<file path="src/rtl/ikbd_bridge_pkg.sv">
// ikbd_bridge_pkg -- shared defaults and types for the IKBD byte bridge.
//   RX_DEPTH_DEF / TX_DEPTH_DEF : default FIFO depths
//   byte_t                      : one serial byte
package ikbd_bridge_pkg;

    localparam int RX_DEPTH_DEF = 16;
    localparam int TX_DEPTH_DEF = 8;

    typedef logic [7:0] byte_t;

endpackage

</file>
<file path="src/rtl/ikbd_bridge_if.sv">
// ikbd_bridge_if -- bundle of the user_io (SPI side) and ACIA side signals.
//   slave  : seen by the bridge (strobes/data/ready in, FIFO state out)
//   master : seen by the surrounding logic / testbench
//   rx_* : IO controller -> ACIA path, tx_* : ACIA -> IO controller path
//   tx_level is an extra occupancy readout of the transmit FIFO.
interface ikbd_bridge_if
    import ikbd_bridge_pkg::*;
#(
    parameter int RX_DEPTH = RX_DEPTH_DEF,
    parameter int TX_DEPTH = TX_DEPTH_DEF
);
    localparam int RX_LW = $clog2(RX_DEPTH) + 1;
    localparam int TX_LW = $clog2(TX_DEPTH) + 1;

    logic             rx_strobe_in;
    byte_t            rx_data_in;
    logic             rx_valid;
    byte_t            rx_data;
    logic             rx_ready;
    logic [RX_LW-1:0] rx_level;
    logic             rx_overflow;
    logic             clr_overflow;

    logic             tx_valid;
    byte_t            tx_data;
    logic             tx_ready;
    logic             tx_available;
    byte_t            tx_data_out;
    logic             tx_strobe;
    logic [TX_LW-1:0] tx_level;

    modport slave (
        input  rx_strobe_in, rx_data_in, rx_ready, clr_overflow,
        input  tx_valid, tx_data, tx_strobe,
        output rx_valid, rx_data, rx_level, rx_overflow,
        output tx_ready, tx_available, tx_data_out, tx_level
    );

    modport master (
        output rx_strobe_in, rx_data_in, rx_ready, clr_overflow,
        output tx_valid, tx_data, tx_strobe,
        input  rx_valid, rx_data, rx_level, rx_overflow,
        input  tx_ready, tx_available, tx_data_out, tx_level
    );

endinterface

</file>
<file path="src/rtl/ikbd_bridge_fifo.sv">
// byte_fifo -- synchronous byte FIFO, power-of-two depth.
//   i_clk, i_reset : clock, synchronous active-high reset (flushes pointers)
//   i_push, i_data : write request; dropped when full unless a pop is
//                    performed in the same cycle
//   i_pop          : read request; ignored when empty
//   o_data         : head byte, forced to 0 while empty
//   o_level        : occupancy 0..DEPTH
//   o_full, o_empty: occupancy flags
module byte_fifo
    import ikbd_bridge_pkg::*;
#(
    parameter  int DEPTH = 8,
    localparam int AW    = $clog2(DEPTH),
    localparam int LW    = AW + 1
) (
    input  logic          i_clk,
    input  logic          i_reset,
    input  logic          i_push,
    input  logic          i_pop,
    input  byte_t         i_data,
    output byte_t         o_data,
    output logic [LW-1:0] o_level,
    output logic          o_full,
    output logic          o_empty
);

    byte_t         r_mem [DEPTH];
    logic [AW-1:0] r_wr_ptr;
    logic [AW-1:0] r_rd_ptr;
    logic [LW-1:0] r_level;

    logic w_pop;
    logic w_push;

    assign o_full  = (r_level == LW'(DEPTH));
    assign o_empty = (r_level == '0);
    assign o_level = r_level;
    // Gate the head so stale memory never shows once the FIFO is drained or flushed.
    assign o_data  = o_empty ? '0 : r_mem[r_rd_ptr];

    assign w_pop  = i_pop && !o_empty;
    // A pop in the same cycle frees the slot, so a full FIFO can still accept.
    assign w_push = i_push && (!o_full || w_pop);

    always_ff @(posedge i_clk) begin
        if (w_push) r_mem[r_wr_ptr] <= i_data;
    end

    always_ff @(posedge i_clk) begin
        if (i_reset) begin
            r_wr_ptr <= '0;
            r_rd_ptr <= '0;
            r_level  <= '0;
        end else begin
            // Pointers are AW bits wide, so the increment wraps modulo DEPTH.
            if (w_push) r_wr_ptr <= r_wr_ptr + 1'b1;
            if (w_pop)  r_rd_ptr <= r_rd_ptr + 1'b1;
            case ({w_push, w_pop})
                2'b10:   r_level <= r_level + 1'b1;
                2'b01:   r_level <= r_level - 1'b1;
                default: r_level <= r_level;
            endcase
        end
    end

endmodule

</file>
<file path="src/rtl/ikbd_bridge.sv">
// ikbd_bridge -- byte bridge between the SPI user_io block and the IKBD ACIA.
//   clk, reset : core clock, synchronous active-high reset
//   bus        : ikbd_bridge_if.slave
//     rx path  : rx_strobe_in/rx_data_in (async) -> receive FIFO ->
//                rx_valid/rx_data/rx_ready, rx_level, sticky rx_overflow
//     tx path  : tx_valid/tx_data/tx_ready -> transmit FIFO ->
//                tx_available/tx_data_out, popped on tx_strobe rising edge
module ikbd_bridge
    import ikbd_bridge_pkg::*;
#(
    parameter int RX_DEPTH = RX_DEPTH_DEF,
    parameter int TX_DEPTH = TX_DEPTH_DEF
) (
    input  logic               clk,
    input  logic               reset,
    ikbd_bridge_if.slave       bus
);

    // [0] first sync flop, [1] second sync flop, [2] history flop.
    // Reset to all ones so a strobe already high at reset release is not an edge.
    logic [2:0] r_rx_sync;
    logic [2:0] r_tx_sync;
    logic       w_rx_edge;
    logic       w_tx_edge;

    logic       r_rx_push;
    byte_t      r_rx_byte;
    logic       r_rx_overflow;

    logic       w_rx_pop;
    logic       w_rx_full;
    logic       w_rx_empty;
    logic       w_rx_drop;
    logic       w_tx_push;
    logic       w_tx_full;
    logic       w_tx_empty;

    always_ff @(posedge clk) begin
        if (reset) begin
            r_rx_sync <= 3'b111;
            r_tx_sync <= 3'b111;
        end else begin
            r_rx_sync <= {r_rx_sync[1:0], bus.rx_strobe_in};
            r_tx_sync <= {r_tx_sync[1:0], bus.tx_strobe};
        end
    end

    assign w_rx_edge = r_rx_sync[1] && !r_rx_sync[2];
    assign w_tx_edge = r_tx_sync[1] && !r_tx_sync[2];

    // The byte is latched in the edge cycle and written one cycle later; this
    // stage keeps the FIFO write port off the synchroniser timing path.
    always_ff @(posedge clk) begin
        if (reset) begin
            r_rx_push <= 1'b0;
            r_rx_byte <= '0;
        end else begin
            r_rx_push <= w_rx_edge;
            if (w_rx_edge) r_rx_byte <= bus.rx_data_in;
        end
    end

    assign w_rx_pop  = !w_rx_empty && bus.rx_ready;
    assign w_rx_drop = r_rx_push && w_rx_full && !w_rx_pop;

    // Set has priority over clear so a coincident overflow is never lost.
    always_ff @(posedge clk) begin
        if (reset)                 r_rx_overflow <= 1'b0;
        else if (w_rx_drop)        r_rx_overflow <= 1'b1;
        else if (bus.clr_overflow) r_rx_overflow <= 1'b0;
    end

    byte_fifo #(.DEPTH(RX_DEPTH)) u_rx_fifo (
        .i_clk   (clk),
        .i_reset (reset),
        .i_push  (r_rx_push),
        .i_pop   (w_rx_pop),
        .i_data  (r_rx_byte),
        .o_data  (bus.rx_data),
        .o_level (bus.rx_level),
        .o_full  (w_rx_full),
        .o_empty (w_rx_empty)
    );

    assign bus.rx_valid    = !w_rx_empty;
    assign bus.rx_overflow = r_rx_overflow;

    assign w_tx_push = bus.tx_valid && !w_tx_full;

    // An edge on an empty FIFO is a no-op inside byte_fifo.
    byte_fifo #(.DEPTH(TX_DEPTH)) u_tx_fifo (
        .i_clk   (clk),
        .i_reset (reset),
        .i_push  (w_tx_push),
        .i_pop   (w_tx_edge),
        .i_data  (bus.tx_data),
        .o_data  (bus.tx_data_out),
        .o_level (bus.tx_level),
        .o_full  (w_tx_full),
        .o_empty (w_tx_empty)
    );

    assign bus.tx_ready     = !w_tx_full;
    assign bus.tx_available = !w_tx_empty;

endmodule

</file>
<file path="src/flat_wrapper.sv">
// flat-port wrapper written by rule: the top's interface ports become plain ports
module ikbd_bridge_flat import ikbd_bridge_pkg::*;
#(
    parameter int RX_DEPTH = RX_DEPTH_DEF,
    parameter int TX_DEPTH = TX_DEPTH_DEF
)
  (clk, reset, bus_rx_strobe_in, bus_rx_data_in, bus_rx_ready, bus_clr_overflow, bus_tx_valid, bus_tx_data, bus_tx_strobe, bus_rx_valid, bus_rx_data, bus_rx_level, bus_rx_overflow, bus_tx_ready, bus_tx_available, bus_tx_data_out, bus_tx_level);
  ikbd_bridge_if #(.RX_DEPTH(RX_DEPTH), .TX_DEPTH(TX_DEPTH)) bus_i ();
  input  logic clk;
  input  logic reset;
  input wire logic [$bits(bus_i.rx_strobe_in)-1:0] bus_rx_strobe_in;
  input wire logic [$bits(bus_i.rx_data_in)-1:0] bus_rx_data_in;
  input wire logic [$bits(bus_i.rx_ready)-1:0] bus_rx_ready;
  input wire logic [$bits(bus_i.clr_overflow)-1:0] bus_clr_overflow;
  input wire logic [$bits(bus_i.tx_valid)-1:0] bus_tx_valid;
  input wire logic [$bits(bus_i.tx_data)-1:0] bus_tx_data;
  input wire logic [$bits(bus_i.tx_strobe)-1:0] bus_tx_strobe;
  output wire logic [$bits(bus_i.rx_valid)-1:0] bus_rx_valid;
  output wire logic [$bits(bus_i.rx_data)-1:0] bus_rx_data;
  output wire logic [$bits(bus_i.rx_level)-1:0] bus_rx_level;
  output wire logic [$bits(bus_i.rx_overflow)-1:0] bus_rx_overflow;
  output wire logic [$bits(bus_i.tx_ready)-1:0] bus_tx_ready;
  output wire logic [$bits(bus_i.tx_available)-1:0] bus_tx_available;
  output wire logic [$bits(bus_i.tx_data_out)-1:0] bus_tx_data_out;
  output wire logic [$bits(bus_i.tx_level)-1:0] bus_tx_level;
  assign bus_i.rx_strobe_in = bus_rx_strobe_in;
  assign bus_i.rx_data_in = bus_rx_data_in;
  assign bus_i.rx_ready = bus_rx_ready;
  assign bus_i.clr_overflow = bus_clr_overflow;
  assign bus_i.tx_valid = bus_tx_valid;
  assign bus_i.tx_data = bus_tx_data;
  assign bus_i.tx_strobe = bus_tx_strobe;
  assign bus_rx_valid = bus_i.rx_valid;
  assign bus_rx_data = bus_i.rx_data;
  assign bus_rx_level = bus_i.rx_level;
  assign bus_rx_overflow = bus_i.rx_overflow;
  assign bus_tx_ready = bus_i.tx_ready;
  assign bus_tx_available = bus_i.tx_available;
  assign bus_tx_data_out = bus_i.tx_data_out;
  assign bus_tx_level = bus_i.tx_level;
  ikbd_bridge #(.RX_DEPTH(RX_DEPTH), .TX_DEPTH(TX_DEPTH)) u_core (.clk(clk), .reset(reset), .bus(bus_i));
endmodule
</file>
<file path="config.mk">
export PLATFORM = sky130hd
export DESIGN_NAME = ikbd_bridge_flat
export DESIGN_NICKNAME = d
export VERILOG_FILES = /design/src/rtl/ikbd_bridge_pkg.sv /design/src/rtl/ikbd_bridge_if.sv /design/src/rtl/ikbd_bridge_fifo.sv /design/src/rtl/ikbd_bridge.sv /design/src/flat_wrapper.sv
export SDC_FILE = /design/constraint.sdc
export NUM_CORES = 1
export LEC_CHECK = 0
export CAP_MARGIN = 30
export CELL_PAD_IN_SITES_DETAIL_PLACEMENT = 0
export CELL_PAD_IN_SITES_GLOBAL_PLACEMENT = 1
export CORE_MARGIN = 2
export CORE_UTILIZATION = 47
export DETAILED_ROUTE_END_ITERATION = 8
export PLACE_DENSITY_LB_ADDON = 0.1
export SYNTH_ARGS = -nofsm -noshare
export SYNTH_HDL_FRONTEND = slang
export SYNTH_SLANG_ARGS = --single-unit
export TNS_END_PERCENT = 1
</file>
<file path="constraint.sdc">
create_clock -name clk -period 5.2 [get_ports clk]
set_input_delay 1.04 -clock clk [delete_from_list [all_inputs] [get_ports clk]]
set_output_delay 1.04 -clock clk [all_outputs]
set_load 0.05 [all_outputs]
</file>
==> results of run 1 <==
## layer usage
layer,up-vias,track usage,share of wire,wire [um]
met5,-,0,0,0
met4,0,0.0426,0.015,277
met3,24,0.0279,0.040,725
met2,95,0.306,0.53,9420
met1,2472,0.215,0.42,7480
li1,2243,-,-,-
## power by group
| part | total (mW) | internal [mW] | switching [mW] |
|---|---|---|---|
| registers | 2.15 | 2.09 | 0.0653 |
| logic | 0.961 | 0.371 | 0.590 |
| clock network | 1.76 | 1.08 | 0.684 |
| total | 4.88 | 3.54 | 1.34 |
## flip-flops by register name, summed over array words and instances (netlist names), named ones only
signal	count
u_core.r_rx_push	1
u_core.u_tx_fifo.r_rd_ptr	3
u_core.r_rx_sync	3
u_core.u_rx_fifo.r_mem	128
u_core.u_tx_fifo.r_mem	64
u_core.u_rx_fifo.r_rd_ptr	4
u_core.u_tx_fifo.r_wr_ptr	3
u_core.u_tx_fifo.o_level	4
u_core.u_rx_fifo.r_wr_ptr	4
u_core.u_rx_fifo.o_level	5
u_core.r_tx_sync	3
u_core.r_rx_byte	8
u_core.bus.rx_overflow	1
## through the flow
step           power (mW)  hold slack [ps]
2_1_floorplan        2.89              389
3_3_place_gp         3.15              394
3_5_place_dp         3.17              412
4_1_cts              4.93              427
5_1_grt              5.06              429
6_report             4.88              422
## worst max-delay path, delay by kind of cell (launching register included)
kind	cells	cell delay [ps]
DFF	1	670
buffers and inverters	2	1280
muxes	2	350
AOI/OAI and AO/OA	1	270
## synthesized netlist by cell type (2+ instances only)
master and count:
buf_2 6, nor3_1 10, clkbuf_1 19, nand2b_1 9, nor2_1 51, mux2i_1 30
a21o_1 2, inv_1 7, a21oi_1 16, o22ai_1 8, or2_2 6, o21ai_0 3
xnor2_1 3, mux4_2 48, mux2_2 3, buf_1 5, xor2_1 9, and3_1 2
o211ai_1 3, nor2b_1 6, edfxtp_1 192, nand3_1 6, dfxtp_1 46, nand2_1 26
buf_6 2, nand4_1 2, nor4_1 2, ha_1 11
## area by class of cell
class / count / share of cell area
clock buffer: 34 / 0.0624
clock inverter: 12 / 0.0127
inverter: 7 / 0.00238
multi-input combinational: 273 / 0.232
sequential: 238 / 0.606
tap: 265 / 0.0300
timing repair buffer: 64 / 0.0546
## placed cells by master, fill, tap and decap left out, drive strengths merged, types with 2 or more instances in the layout
cell type and n:
a21o 2, a21oi 16, and3 2, buf 14, bufinv 3, clkbuf 34, clkdlybuf4s50 50, clkinv 6
clkinvlp 2, dfxtp 46, edfxtp 192, ha 11, inv 8, mux2 4, mux2i 30, mux4 48
nand2 27, nand2b 9, nand3 6, nand4 2, nor2 51, nor2b 6, nor3 10, nor4 3
o211ai 4, o21ai 3, o22ai 8, or2 6, xnor2 3, xor2 9
## logic make-up after synthesis
kind of cell / count (synthesis) / synth area share
buf+inv: 40 / 0.0187
mux: 82 / 0.151
simple gates: 128 / 0.0658
xor+xnor: 12 / 0.0112
flops: 238 / 0.710
compound gates: 39 / 0.0259
fa+ha+maj: 12 / 0.0167
## worst max path at each step
stage	slack, ps	cells after the start	end
floorplan	1610	5	bus_rx_data[0]
global placement	1570	5	bus_tx_data_out[5]
detailed placement	1560	5	bus_tx_data_out[5]
CTS	1010	5	bus_tx_data_out[5]
global route	890	5	bus_tx_data_out[5]
finish	1060	5	bus_rx_data[3]
==> report_table.html, run 1 <==
<table>
<tr><th>Metric</th><th>Value</th></tr>
<tr><th colspan="2">Setup path</th></tr>
<tr><td>Worst setup path class</td><td>register to output pin</td></tr>
<tr><td>Type of element capturing the critical path</td><td>output pin</td></tr>
<tr><td>Reg-to-reg critical path startpoint</td><td>u_core.u_tx_fifo.o_level[0]$_SDFFE_PP0P_</td></tr>
<tr><td>Data required, critical path</td><td>between 4000 and 5000 ps</td></tr>
<tr><td>Register-to-Register Setup Slack</td><td>2350 ps</td></tr>
<tr><td>Worst reg2reg path depth</td><td>8</td></tr>
<tr><td>Kind of start point of the critical path</td><td>register</td></tr>
<tr><td>Arrival @ worst endpoint</td><td>3100 ps</td></tr>
<tr><td>Master of the slowest instance on the critical path</td><td>clkdlybuf4s50_1</td></tr>
<tr><td>Reg-to-reg critical path endpoint</td><td>u_core.u_tx_fifo.o_level[3]$_SDFFE_PP0P_</td></tr>
<tr><td>Stage delay of the slowest cell on the critical path</td><td>860 ps</td></tr>
<tr><td>Cell-by-cell listing of the critical path</td><td>buf_4, mux4_2, mux2i_1, o22ai_1, clkdlybuf4s50_1</td></tr>
<tr><td>Maximum net fanout on the critical path</td><td>22</td></tr>
<tr><th colspan="2">Routing</th></tr>
<tr><td>Final routed DRC violation total</td><td>0</td></tr>
<tr><td>Per-cell routed wire length</td><td>about 20 um</td></tr>
<tr><td>DR pass1 iterations</td><td>4</td></tr>
<tr><td>Via count</td><td>~4.8k</td></tr>
<tr><td>DRT antenna net count</td><td>0</td></tr>
<tr><td>Via density per instance</td><td>around 5.4</td></tr>
<tr><td>Detailed Route WL</td><td>17900 um</td></tr>
<tr><td>Iteration-0 DRC count of the detailed router</td><td>approximately 290</td></tr>
<tr><th colspan="2">CTS</th></tr>
<tr><td>Longest Clk Path Bufs</td><td>3</td></tr>
<tr><td>CTS tree</td><td>yes</td></tr>
<tr><td>Root buffer cell</td><td>clkbuf_16</td></tr>
<tr><td>Clock sink total</td><td>238</td></tr>
<tr><td>Gates resized, CTS repair</td><td>0</td></tr>
<tr><td>Number of CTS-inserted buffers</td><td>25</td></tr>
<tr><td>Clock latency reported for the late side of the worst-skew pair</td><td>520 ps</td></tr>
<tr><td>Setup Fix Bufs, Post-CTS</td><td>0</td></tr>
<tr><td>Clock transition time at the flip-flop clock pins of the worst setup and hold paths</td><td>60 ps</td></tr>
<tr><td>CTS hold repair buffers</td><td>0</td></tr>
<tr><td>H-tree lvl count</td><td>1</td></tr>
<tr><th colspan="2">Place</th></tr>
<tr><td>Gp weighted congestion</td><td>about 0.7</td></tr>
<tr><td>Pre-CTS setup slack</td><td>around 1600 ps</td></tr>
<tr><td>Post-DP HPWL</td><td>11400 um</td></tr>
<tr><td>I/O Buffers</td><td>51</td></tr>
<tr><td>Placed cell count</td><td>847</td></tr>
<tr><td>Placement-stage cell area</td><td>~10000 um^2</td></tr>
<tr><th colspan="2">Synthesis</th></tr>
<tr><td>Yosys warning total</td><td>0</td></tr>
<tr><td>Synth Cell Area</td><td>approximately 9400 um^2</td></tr>
<tr><td>Cell type with the largest total area after synthesis</td><td>edfxtp_1</td></tr>
<tr><td>Prevailing post-synth register cell</td><td>edfxtp_1</td></tr>
<tr><td>Count of different cell masters after synthesis</td><td>46</td></tr>
<tr><td>Top cells by area, synth</td><td>edfxtp_1, mux4_2, dfxtp_1</td></tr>
<tr><td>EDFF count, synth</td><td>192</td></tr>
<tr><td>Register bit total from synthesis</td><td>238</td></tr>
<tr><td>Syn avg cell area</td><td>17.1 um^2</td></tr>
<tr><td>Area share of the largest cell type after synthesis</td><td>0.612</td></tr>
<tr><td>Net Count, Synth</td><td>586</td></tr>
<tr><td>Cell count after synthesis</td><td>between 500 and 600</td></tr>
<tr><td>Sequential area share after synthesis</td><td>0.710</td></tr>
<tr><td>Synth async-reset ratio</td><td>0</td></tr>
<tr><th colspan="2">Power</th></tr>
<tr><td>Worst IR Drop VDD</td><td>0.314 mV</td></tr>
<tr><td>Pwr dens</td><td>442 nW/um^2</td></tr>
<tr><td>Static power due to leakage</td><td>3.56 nW</td></tr>
<tr><th colspan="2">Min path</th></tr>
<tr><td>Worst hold start</td><td>u_core.r_tx_sync[0]$_SDFF_PP1_</td></tr>
<tr><td>Worst hold path class</td><td>register to register</td></tr>
<tr><td>Worst hold path endpoint</td><td>u_core.r_tx_sync[1]$_SDFF_PP1_</td></tr>
<tr><td>Number of cells on the worst hold path</td><td>1</td></tr>
<tr><th colspan="2">Die</th></tr>
<tr><td>Area of the placeable core</td><td>19600 um^2</td></tr>
<tr><td>IO Count</td><td>52</td></tr>
<tr><td>Die outline height</td><td>between 100 and 150 um</td></tr>
<tr><td>Row Count</td><td>51</td></tr>
<tr><td>Area of the die</td><td>21200 um^2</td></tr>
<tr><td>Starting Density</td><td>0.481</td></tr>
<tr><td>Horizontal die dimension</td><td>146 um</td></tr>
<tr><th colspan="2">Timing</th></tr>
<tr><td>Setup WS post-layout</td><td>1060 ps</td></tr>
<tr><td>Clock skew after layout</td><td>18.1 ps</td></tr>
<tr><td>Endpoints failing hold</td><td>0</td></tr>
<tr><td>Final Max Slew Viols</td><td>0</td></tr>
<tr><td>Unrepaired setup endpoints after global routing</td><td>false</td></tr>
<tr><td>Total Neg Setup Slack</td><td>0 ps</td></tr>
<tr><td>Max Clk Rate</td><td>241 MHz</td></tr>
<tr><td>Portion of the clock cycle consumed by the worst path in the final layout</td><td>0.796</td></tr>
<tr><td>Worst slew pin tran</td><td>924 ps</td></tr>
<tr><td>Shortest clock period the worst path allows after layout</td><td>just over 4000 ps</td></tr>
<tr><td>Normalized max-slew margin</td><td>0.382</td></tr>
<tr><td>Finish-stage setup viols</td><td>0</td></tr>
<tr><th colspan="2">Flow run</th></tr>
<tr><td>Max-cap violations</td><td>0</td></tr>
<tr><th colspan="2">Finish</th></tr>
<tr><td>Post-route core utilization</td><td>0.564</td></tr>
<tr><td>Layout Cell Area excl Fill</td><td>11000 um^2</td></tr>
<tr><td>Final net count</td><td>644</td></tr>
<tr><td>Area occupied by multi-input gates</td><td>2560 um^2</td></tr>
<tr><td>Fraction of final layout cells with drive strength greater than 1</td><td>0.183</td></tr>
<tr><td># diodes</td><td>0</td></tr>
<tr><td>Combined flip-flop and latch cell area</td><td>6690 um^2</td></tr>
<tr><td>Synthesis-to-finish area growth</td><td>17.3%</td></tr>
<tr><td>Filler cells</td><td>1562</td></tr>
<tr><td>Cell Count, Final, Fillers Out</td><td>~890</td></tr>
<tr><th colspan="2">Global route</th></tr>
<tr><td>Global routing usage summed across all routing layers</td><td>0.170</td></tr>
<tr><td>Wire length of the first global-routing pass</td><td>roughly 28000 um</td></tr>
<tr><td>Number of global-route vias before repair</td><td>5018</td></tr>
<tr><td>Remaining global-route overflow</td><td>0</td></tr>
<tr><td>Number of antenna violations at the first check in global routing</td><td>0</td></tr>
<tr><td>Pin count of the biggest net entering global routing</td><td>45</td></tr>
<tr><th colspan="2">Run status</th></tr>
<tr><td>Run status</td><td>complete, no violations</td></tr>
</table>
(Power assumes the default switching activity.)
==> inputs of run 2 (changes only) <==
--- a/config.mk
+++ b/config.mk
@@ -9,7 +9,7 @@
 export CELL_PAD_IN_SITES_DETAIL_PLACEMENT = 0
 export CELL_PAD_IN_SITES_GLOBAL_PLACEMENT = 1
 export CORE_MARGIN = 2
-export CORE_UTILIZATION = 47
+export CORE_UTILIZATION = 46
 export DETAILED_ROUTE_END_ITERATION = 8
 export PLACE_DENSITY_LB_ADDON = 0.1
 export SYNTH_ARGS = -nofsm -noshare
==> constraint.sdc (replaced) <==
create_clock -name clk -period 3.65 [get_ports clk]
set_input_delay 0.73 -clock clk [delete_from_list [all_inputs] [get_ports clk]]
set_output_delay 0.73 -clock clk [all_outputs]
set_load 0.05 [all_outputs]
==> report_table.html, run 2 (synthesis results as in run 1) <==
<table>
<tr><th>Metric</th><th>Value</th></tr>
<tr><th colspan="2">Timing</th></tr>
<tr><td>Total Neg Setup Slack</td><td>0 ps</td></tr>
<tr><td>Portion of the clock cycle consumed by the worst path in the final layout</td><td>0.918</td></tr>
<tr><td>Final Max Slew Viols</td><td>0</td></tr>
<tr><td>Shortest clock period the worst path allows after layout</td><td>3350 ps</td></tr>
<tr><td>Normalized max-slew margin</td><td>0.344</td></tr>
<tr><td>Finish-stage setup viols</td><td>0</td></tr>
<tr><td>Clock skew after layout</td><td>9.43 ps</td></tr>
<tr><td>Max Clk Rate</td><td>298 MHz</td></tr>
<tr><td>Worst slew pin tran</td><td>just under 1000 ps</td></tr>
<tr><td>Unrepaired setup endpoints after global routing</td><td>false</td></tr>
<tr><td>Endpoints failing hold</td><td>0</td></tr>
<tr><th colspan="2">Routing</th></tr>
<tr><td>Via count</td><td>4877</td></tr>
<tr><td>DRT antenna net count</td><td>0</td></tr>
<tr><td>Detailed Route WL</td><td>18300 um</td></tr>
<tr><td>Routed length on met3</td><td>898 um</td></tr>
<tr><td>Metal-1 WL</td><td>7900 um</td></tr>
<tr><td>DR pass1 iterations</td><td>4</td></tr>
<tr><td>Met2 wire length</td><td>slightly above 9000 um</td></tr>
<tr><td>Via density per instance</td><td>between 5 and 6</td></tr>
<tr><td>Iteration-0 DRC count of the detailed router</td><td>between 200 and 300</td></tr>
<tr><td>Per-cell routed wire length</td><td>20.0 um</td></tr>
<tr><td>Final routed DRC violation total</td><td>0</td></tr>
<tr><td>Highest metal used</td><td>met4</td></tr>
<tr><th colspan="2">Setup path</th></tr>
<tr><td>Data required, critical path</td><td>around 2900 ps</td></tr>
<tr><td>Count of buffering cells on the critical path with inverters included</td><td>2</td></tr>
<tr><td>Stage delay of the slowest cell on the critical path</td><td>approximately 700 ps</td></tr>
<tr><td>Kind of start point of the critical path</td><td>register</td></tr>
<tr><td>Number of logic stages on the critical path including buffering</td><td>5</td></tr>
<tr><td>Arrival @ worst endpoint</td><td>roughly 2600 ps</td></tr>
<tr><td>Cell-by-cell listing of the critical path</td><td>buf_4, mux4_2, mux2i_1, nor2_1, clkdlybuf4s50_1</td></tr>
<tr><td>Delay-heaviest family, CP</td><td>buffers and inverters</td></tr>
<tr><td>Maximum net fanout on the critical path</td><td>16</td></tr>
<tr><td>Worst reg2reg path depth</td><td>8</td></tr>
<tr><td>Register-to-Register Setup Slack</td><td>810 ps</td></tr>
<tr><td>Type of element capturing the critical path</td><td>output pin</td></tr>
<tr><td>Worst setup path class</td><td>register to output pin</td></tr>
<tr><td>Master of the slowest instance on the critical path</td><td>clkdlybuf4s50_1</td></tr>
<tr><th colspan="2">CTS</th></tr>
<tr><td>CTS tree</td><td>yes</td></tr>
<tr><td>Root buffer cell</td><td>clkbuf_16</td></tr>
<tr><td>Gates resized, CTS repair</td><td>0</td></tr>
<tr><td>Clock latency reported for the late side of the worst-skew pair</td><td>510 ps</td></tr>
<tr><td>Setup Fix Bufs, Post-CTS</td><td>0</td></tr>
<tr><td>Clock transition time at the flip-flop clock pins of the worst setup and hold paths</td><td>about 60 ps</td></tr>
<tr><td>Clock sink total</td><td>238</td></tr>
<tr><td>H-tree lvl count</td><td>1</td></tr>
<tr><td>CTS hold repair buffers</td><td>0</td></tr>
<tr><td>Number of CTS-inserted buffers</td><td>25</td></tr>
<tr><td>Longest Clk Path Bufs</td><td>3</td></tr>
<tr><th colspan="2">Finish</th></tr>
<tr><td>Filler cells</td><td>about 1.6k</td></tr>
<tr><td>Top reg by flops</td><td>u_core.u_rx_fifo.r_mem</td></tr>
<tr><td>Largest registers</td><td>u_core.u_rx_fifo.r_mem x128, u_core.u_tx_fifo.r_mem x64, u_core.r_rx_byte x8</td></tr>
<tr><td>Cell Count, Final, Fillers Out</td><td>a little over 900</td></tr>
<tr><td>Final net count</td><td>~660</td></tr>
<tr><td># diodes</td><td>0</td></tr>
<tr><td>Synthesis-to-finish area growth</td><td>18.4%</td></tr>
<tr><td>Post-route core utilization</td><td>0.553</td></tr>
<tr><td>Number of flip-flops under the largest register name</td><td>128</td></tr>
<tr><td>Most common cell after layout, fill and taps aside</td><td>edfxtp_1</td></tr>
<tr><td>Fraction of final layout cells with drive strength greater than 1</td><td>0.221</td></tr>
<tr><td>Commonest cells after routing, fill and taps aside</td><td>edfxtp_1, nor2_1, mux4_2, dfxtp_1, clkdlybuf4s50_1</td></tr>
<tr><th colspan="2">Place</th></tr>
<tr><td>I/O Buffers</td><td>51</td></tr>
<tr><td>Post-DP HPWL</td><td>11700 um</td></tr>
<tr><td>Placed cell count</td><td>between 800 and 900</td></tr>
<tr><td>Gp weighted congestion</td><td>0.785</td></tr>
<tr><th colspan="2">Die</th></tr>
<tr><td>Area of the die</td><td>21600 um^2</td></tr>
<tr><td>Starting Density</td><td>0.467</td></tr>
<tr><td>Area of the placeable core</td><td>between 20000 and 25000 um^2</td></tr>
<tr><td>IO Count</td><td>52</td></tr>
<tr><td>Die outline height</td><td>between 100 and 150 um</td></tr>
<tr><td>Row Count</td><td>52</td></tr>
<tr><td>Horizontal die dimension</td><td>147 um</td></tr>
<tr><th colspan="2">Global route</th></tr>
<tr><td>Global routing usage summed across all routing layers</td><td>0.174</td></tr>
<tr><td>Wire length of the first global-routing pass</td><td>28800 um</td></tr>
<tr><td>Number of global-route vias before repair</td><td>5060</td></tr>
<tr><td>Number of antenna violations at the first check in global routing</td><td>0</td></tr>
<tr><td>Remaining global-route overflow</td><td>0</td></tr>
<tr><td>Pin count of the biggest net entering global routing</td><td>33</td></tr>
<tr><th colspan="2">Power</th></tr>
<tr><td>Static power due to leakage</td><td>about 3.7 nW</td></tr>
<tr><td>Pwr dens</td><td>617 nW/um^2</td></tr>
<tr><td>Worst IR Drop VDD</td><td>0.455 mV</td></tr>
<tr><th colspan="2">Run status</th></tr>
<tr><td>Run status</td><td>complete, no violations</td></tr>
<tr><th colspan="2">Min path</th></tr>
<tr><td>Worst hold path class</td><td>register to register</td></tr>
<tr><td>Number of cells on the worst hold path</td><td>1</td></tr>
<tr><th colspan="2">Flow run</th></tr>
<tr><td>Max-cap violations</td><td>0</td></tr>
</table>
==> run 2: through the flow <==
| step | setup WS [ps] | area, um^2 | total power [mW] | hold WS, ps |
|---|---|---|---|---|
| 6_report | 298 | 11100 | 6.87 | 407 |
| 5_1_grt | 161 | 11100 | 7.16 | 428 |
| 4_1_cts | 250 | 11100 | 6.96 | 413 |
| 3_5_place_dp | 668 | 10300 | 4.51 | 399 |
| 3_3_place_gp | 718 | 10300 | 4.50 | 396 |
| 2_1_floorplan | 347 | 9420 | 4.12 | 389 |
==> run 2: path summary, 6_finish.rpt <==
path                                                               start                                       end
worst max-delay path                                            register                        bus_tx_data_out[3]
worst min-delay path                      u_core.r_rx_sync[0]$_SDFF_PP1_            u_core.r_rx_sync[1]$_SDFF_PP1_
worst max register to register  u_core.u_tx_fifo.o_level[0]$_SDFFE_PP0P_  u_core.u_tx_fifo.o_level[3]$_SDFFE_PP0P_
worst min register to register            u_core.r_rx_sync[0]$_SDFF_PP1_            u_core.r_rx_sync[1]$_SDFF_PP1_
==> run 2: routing by layer <==
metal  GRT usage  vias up
li1            -     2276
met1       0.227     2473
met2       0.301      107
met3      0.0379       21
met4      0.0389        0
met5           0        -
==> run 2: area by class of cell <==
cell class | instances | area (um^2) | area share
clock inverter | 17 | 141 | 0.0127
tap | 270 | 338 | 0.0303
multi-input combinational | 273 | 2560 | 0.230
sequential | 238 | 6690 | 0.600
inverter | 7 | 26.3 | 0.00236
timing repair buffer | 82 | 736 | 0.0660
clock buffer | 29 | 661 | 0.0593
==> run 2: power breakdown <==
part           switching (mW)  internal, mW  total [mW]  leakage, nW
Clock                    1.01          1.44        2.44        0.392
Sequential             0.0849          2.97        3.06         2.14
Combinational           0.854         0.517        1.37         1.13
==> inputs of run 3 (changes only) <==
--- a/config.mk
+++ b/config.mk
@@ -10,6 +10,7 @@
 export CELL_PAD_IN_SITES_GLOBAL_PLACEMENT = 1
 export CORE_MARGIN = 2
 export CORE_UTILIZATION = 46
+export CTS_CLUSTER_SIZE = 12
 export DETAILED_ROUTE_END_ITERATION = 8
 export PLACE_DENSITY_LB_ADDON = 0.1
 export SYNTH_ARGS = -nofsm -noshare
==> report_table.html, run 3 (synthesis results as in run 1) <==
<table>
<tr><th>Metric</th><th>Value</th></tr>
<tr><th colspan="2">Run status</th></tr>
<tr><td>Run status</td><td>complete, no violations</td></tr>
<tr><th colspan="2">Global route</th></tr>
<tr><td>Pin count of the biggest net entering global routing</td><td>33</td></tr>
<tr><td>Wire length of the first global-routing pass</td><td>about 29000 um</td></tr>
<tr><td>Number of antenna violations at the first check in global routing</td><td>0</td></tr>
<tr><td>Number of global-route vias before repair</td><td>5066</td></tr>
<tr><td>Remaining global-route overflow</td><td>0</td></tr>
<tr><td>Global routing usage summed across all routing layers</td><td>0.173</td></tr>
<tr><th colspan="2">Power</th></tr>
<tr><td>Pwr dens</td><td>601 nW/um^2</td></tr>
<tr><td>Static power due to leakage</td><td>3.61 nW</td></tr>
<tr><td>Worst IR Drop VDD</td><td>0.355 mV</td></tr>
<tr><td>Overall Power</td><td>6.64 mW</td></tr>
<tr><th colspan="2">CTS</th></tr>
<tr><td>Clock latency reported for the late side of the worst-skew pair</td><td>510 ps</td></tr>
<tr><td>Longest Clk Path Bufs</td><td>3</td></tr>
<tr><td>CTS hold repair buffers</td><td>0</td></tr>
<tr><td>H-tree lvl count</td><td>1</td></tr>
<tr><td>CTS tree</td><td>yes</td></tr>
<tr><td>Setup Fix Bufs, Post-CTS</td><td>0</td></tr>
<tr><td>Root buffer cell</td><td>clkbuf_16</td></tr>
<tr><td>Number of CTS-inserted buffers</td><td>25</td></tr>
<tr><td>Gates resized, CTS repair</td><td>0</td></tr>
<tr><td>Clock sink total</td><td>roughly 240</td></tr>
<tr><td>Clock transition time at the flip-flop clock pins of the worst setup and hold paths</td><td>60 ps</td></tr>
<tr><th colspan="2">Timing</th></tr>
<tr><td>Setup WS post-layout</td><td>310 ps</td></tr>
<tr><td>Hold_ws</td><td>408 ps</td></tr>
<tr><td>Total Neg Setup Slack</td><td>0 ps</td></tr>
<tr><td>Worst slew pin tran</td><td>between 900 and 1000 ps</td></tr>
<tr><td>Normalized max-slew margin</td><td>0.334</td></tr>
<tr><td>Shortest clock period the worst path allows after layout</td><td>roughly 3300 ps</td></tr>
<tr><td>Clock skew after layout</td><td>11.1 ps</td></tr>
<tr><td>Finish-stage setup viols</td><td>0</td></tr>
<tr><td>Unrepaired setup endpoints after global routing</td><td>false</td></tr>
<tr><td>Portion of the clock cycle consumed by the worst path in the final layout</td><td>0.915</td></tr>
<tr><td>Max Clk Rate</td><td>299 MHz</td></tr>
<tr><td>Final Max Slew Viols</td><td>0</td></tr>
<tr><td>Endpoints failing hold</td><td>0</td></tr>
<tr><th colspan="2">Setup path</th></tr>
<tr><td>Worst setup path class</td><td>register to output pin</td></tr>
<tr><td>Count of buffering cells on the critical path with inverters included</td><td>2</td></tr>
<tr><td>Data required, critical path</td><td>a little under 3000 ps</td></tr>
<tr><td>Type of element capturing the critical path</td><td>output pin</td></tr>
<tr><td>Cell-by-cell listing of the critical path</td><td>buf_4, mux4_2, mux2i_1, nor2_1, clkdlybuf4s50_1</td></tr>
<tr><td>Master of the slowest instance on the critical path</td><td>clkdlybuf4s50_1</td></tr>
<tr><td>Maximum net fanout on the critical path</td><td>16</td></tr>
<tr><td>Arrival @ worst endpoint</td><td>approximately 2600 ps</td></tr>
<tr><td>Register-to-Register Setup Slack</td><td>810 ps</td></tr>
<tr><td>Stage delay of the slowest cell on the critical path</td><td>720 ps</td></tr>
<tr><td>Delay-heaviest family, CP</td><td>buffers and inverters</td></tr>
<tr><td>Kind of start point of the critical path</td><td>register</td></tr>
<tr><th colspan="2">Finish</th></tr>
<tr><td>Number of flip-flops under the largest register name</td><td>roughly 130</td></tr>
<tr><td>Most common cell after layout, fill and taps aside</td><td>edfxtp_1</td></tr>
<tr><td>Top reg by flops</td><td>u_core.u_rx_fifo.r_mem</td></tr>
<tr><td>Synthesis-to-finish area growth</td><td>17.4%</td></tr>
<tr><td>Filler cells</td><td>approximately 1.6k</td></tr>
<tr><td>Commonest cells after routing, fill and taps aside</td><td>edfxtp_1, nor2_1, mux4_2, dfxtp_1, clkdlybuf4s50_1</td></tr>
<tr><td># diodes</td><td>0</td></tr>
<tr><td>Final net count</td><td>662</td></tr>
<tr><td>Largest registers</td><td>u_core.u_rx_fifo.r_mem x128, u_core.u_tx_fifo.r_mem x64, u_core.r_rx_byte x8</td></tr>
<tr><td>Fraction of final layout cells with drive strength greater than 1</td><td>0.204</td></tr>
<tr><th colspan="2">Flow run</th></tr>
<tr><td>Max-cap violations</td><td>0</td></tr>
<tr><th colspan="2">Place</th></tr>
<tr><td>Post-DP HPWL</td><td>11700 um</td></tr>
<tr><td>Gp weighted congestion</td><td>0.785</td></tr>
<tr><td>I/O Buffers</td><td>51</td></tr>
<tr><td>Pre-CTS setup slack</td><td>between 600 and 700 ps</td></tr>
<tr><th colspan="2">Die</th></tr>
<tr><td>IO Count</td><td>52</td></tr>
<tr><td>Starting Density</td><td>0.467</td></tr>
<tr><td>Area of the placeable core</td><td>20200 um^2</td></tr>
<tr><td>Area of the die</td><td>~22000 um^2</td></tr>
<tr><td>Horizontal die dimension</td><td>147 um</td></tr>
<tr><td>Row Count</td><td>52</td></tr>
<tr><td>Die outline height</td><td>147 um</td></tr>
<tr><th colspan="2">Routing</th></tr>
<tr><td>Via count</td><td>4855</td></tr>
<tr><td>DR pass1 iterations</td><td>6</td></tr>
<tr><td>Per-cell routed wire length</td><td>19.9 um</td></tr>
<tr><td>DRT antenna net count</td><td>0</td></tr>
<tr><td>Iteration-0 DRC count of the detailed router</td><td>250</td></tr>
<tr><td>Detailed Route WL</td><td>18200 um</td></tr>
<tr><td>Final routed DRC violation total</td><td>0</td></tr>
<tr><td>Via density per instance</td><td>5.32</td></tr>
<tr><th colspan="2">Min path</th></tr>
<tr><td>Worst hold path class</td><td>register to register</td></tr>
</table>
run 3: cell types whose count changed in the layout (fill, tap and decap cells not counted), sizes merged:
cell and change:
bufinv -2, clkbuf +6, clkinv -5, clkinvlp -2
run 3: power by group:
group          leakage, nW  switching (mW)  internal, mW
logic                 1.13           0.856         0.517
registers             2.14          0.0845          2.98
clock network        0.336           0.952          1.26
total                 3.61            1.89          4.75
run 3: worst register-to-register path, delay by kind of cell, from the launching register on:
family | cells | cell delay [ps]
multiplexers | 2 | 560
AO/OA/AOI/OAI | 2 | 330
flip-flops | 1 | 380
adder cells (fa/ha/maj) | 2 | 490
AND/OR/NAND/NOR | 2 | 970
run 3: per-layer routing:
layer | routed length, um | share of wire | up-vias | track usage
li1 | - | - | 2278 | -
met1 | 7900 | 0.43 | 2469 | 0.227
met2 | 9300 | 0.51 | 87 | 0.302
met3 | 778 | 0.043 | 21 | 0.0348
met4 | 212 | 0.012 | 0 | 0.0385
met5 | 0 | 0 | - | 0
run 3: per-stage QoR:
| step | area (um^2) | utilization | cells |
|---|---|---|---|
| after detailed placement | 10300 | 0.513 | 870 |
| after floorplan | 9420 | - | 551 |
| after CTS | 11000 | 0.548 | 913 |
| final | 11000 | 0.548 | 913 |
| after global routing | 11000 | 0.548 | 913 |
| after global placement | 10300 | 0.513 | 870 |
run 3: path summary, 6_finish.rpt:
check / start / to / depth (start not counted)
setup / recovery: register / bus_tx_data_out[7] / 5
hold / removal: u_core.r_rx_sync[0]$_SDFF_PP1_ / u_core.r_rx_sync[1]$_SDFF_PP1_ / 1
setup reg to reg: u_core.u_tx_fifo.o_level[0]$_SDFFE_PP0P_ / u_core.u_tx_fifo.o_level[3]$_SDFFE_PP0P_ / 8
hold reg to reg: u_core.r_rx_sync[0]$_SDFF_PP1_ / u_core.r_rx_sync[1]$_SDFF_PP1_ / 1
run 3: layout make-up:
cell class / count / area (um^2) / area share
Clock buffer: 35 / 663 / 0.0600
Timing Repair Buffer: 82 / 736 / 0.0666
Multi-Input combinational cell: 273 / 2560 / 0.232
Clock inverter: 8 / 40.0 / 0.00362
Tap cell: 270 / 338 / 0.0306
Inverter: 7 / 26.3 / 0.00238
Sequential cell: 238 / 6690 / 0.605
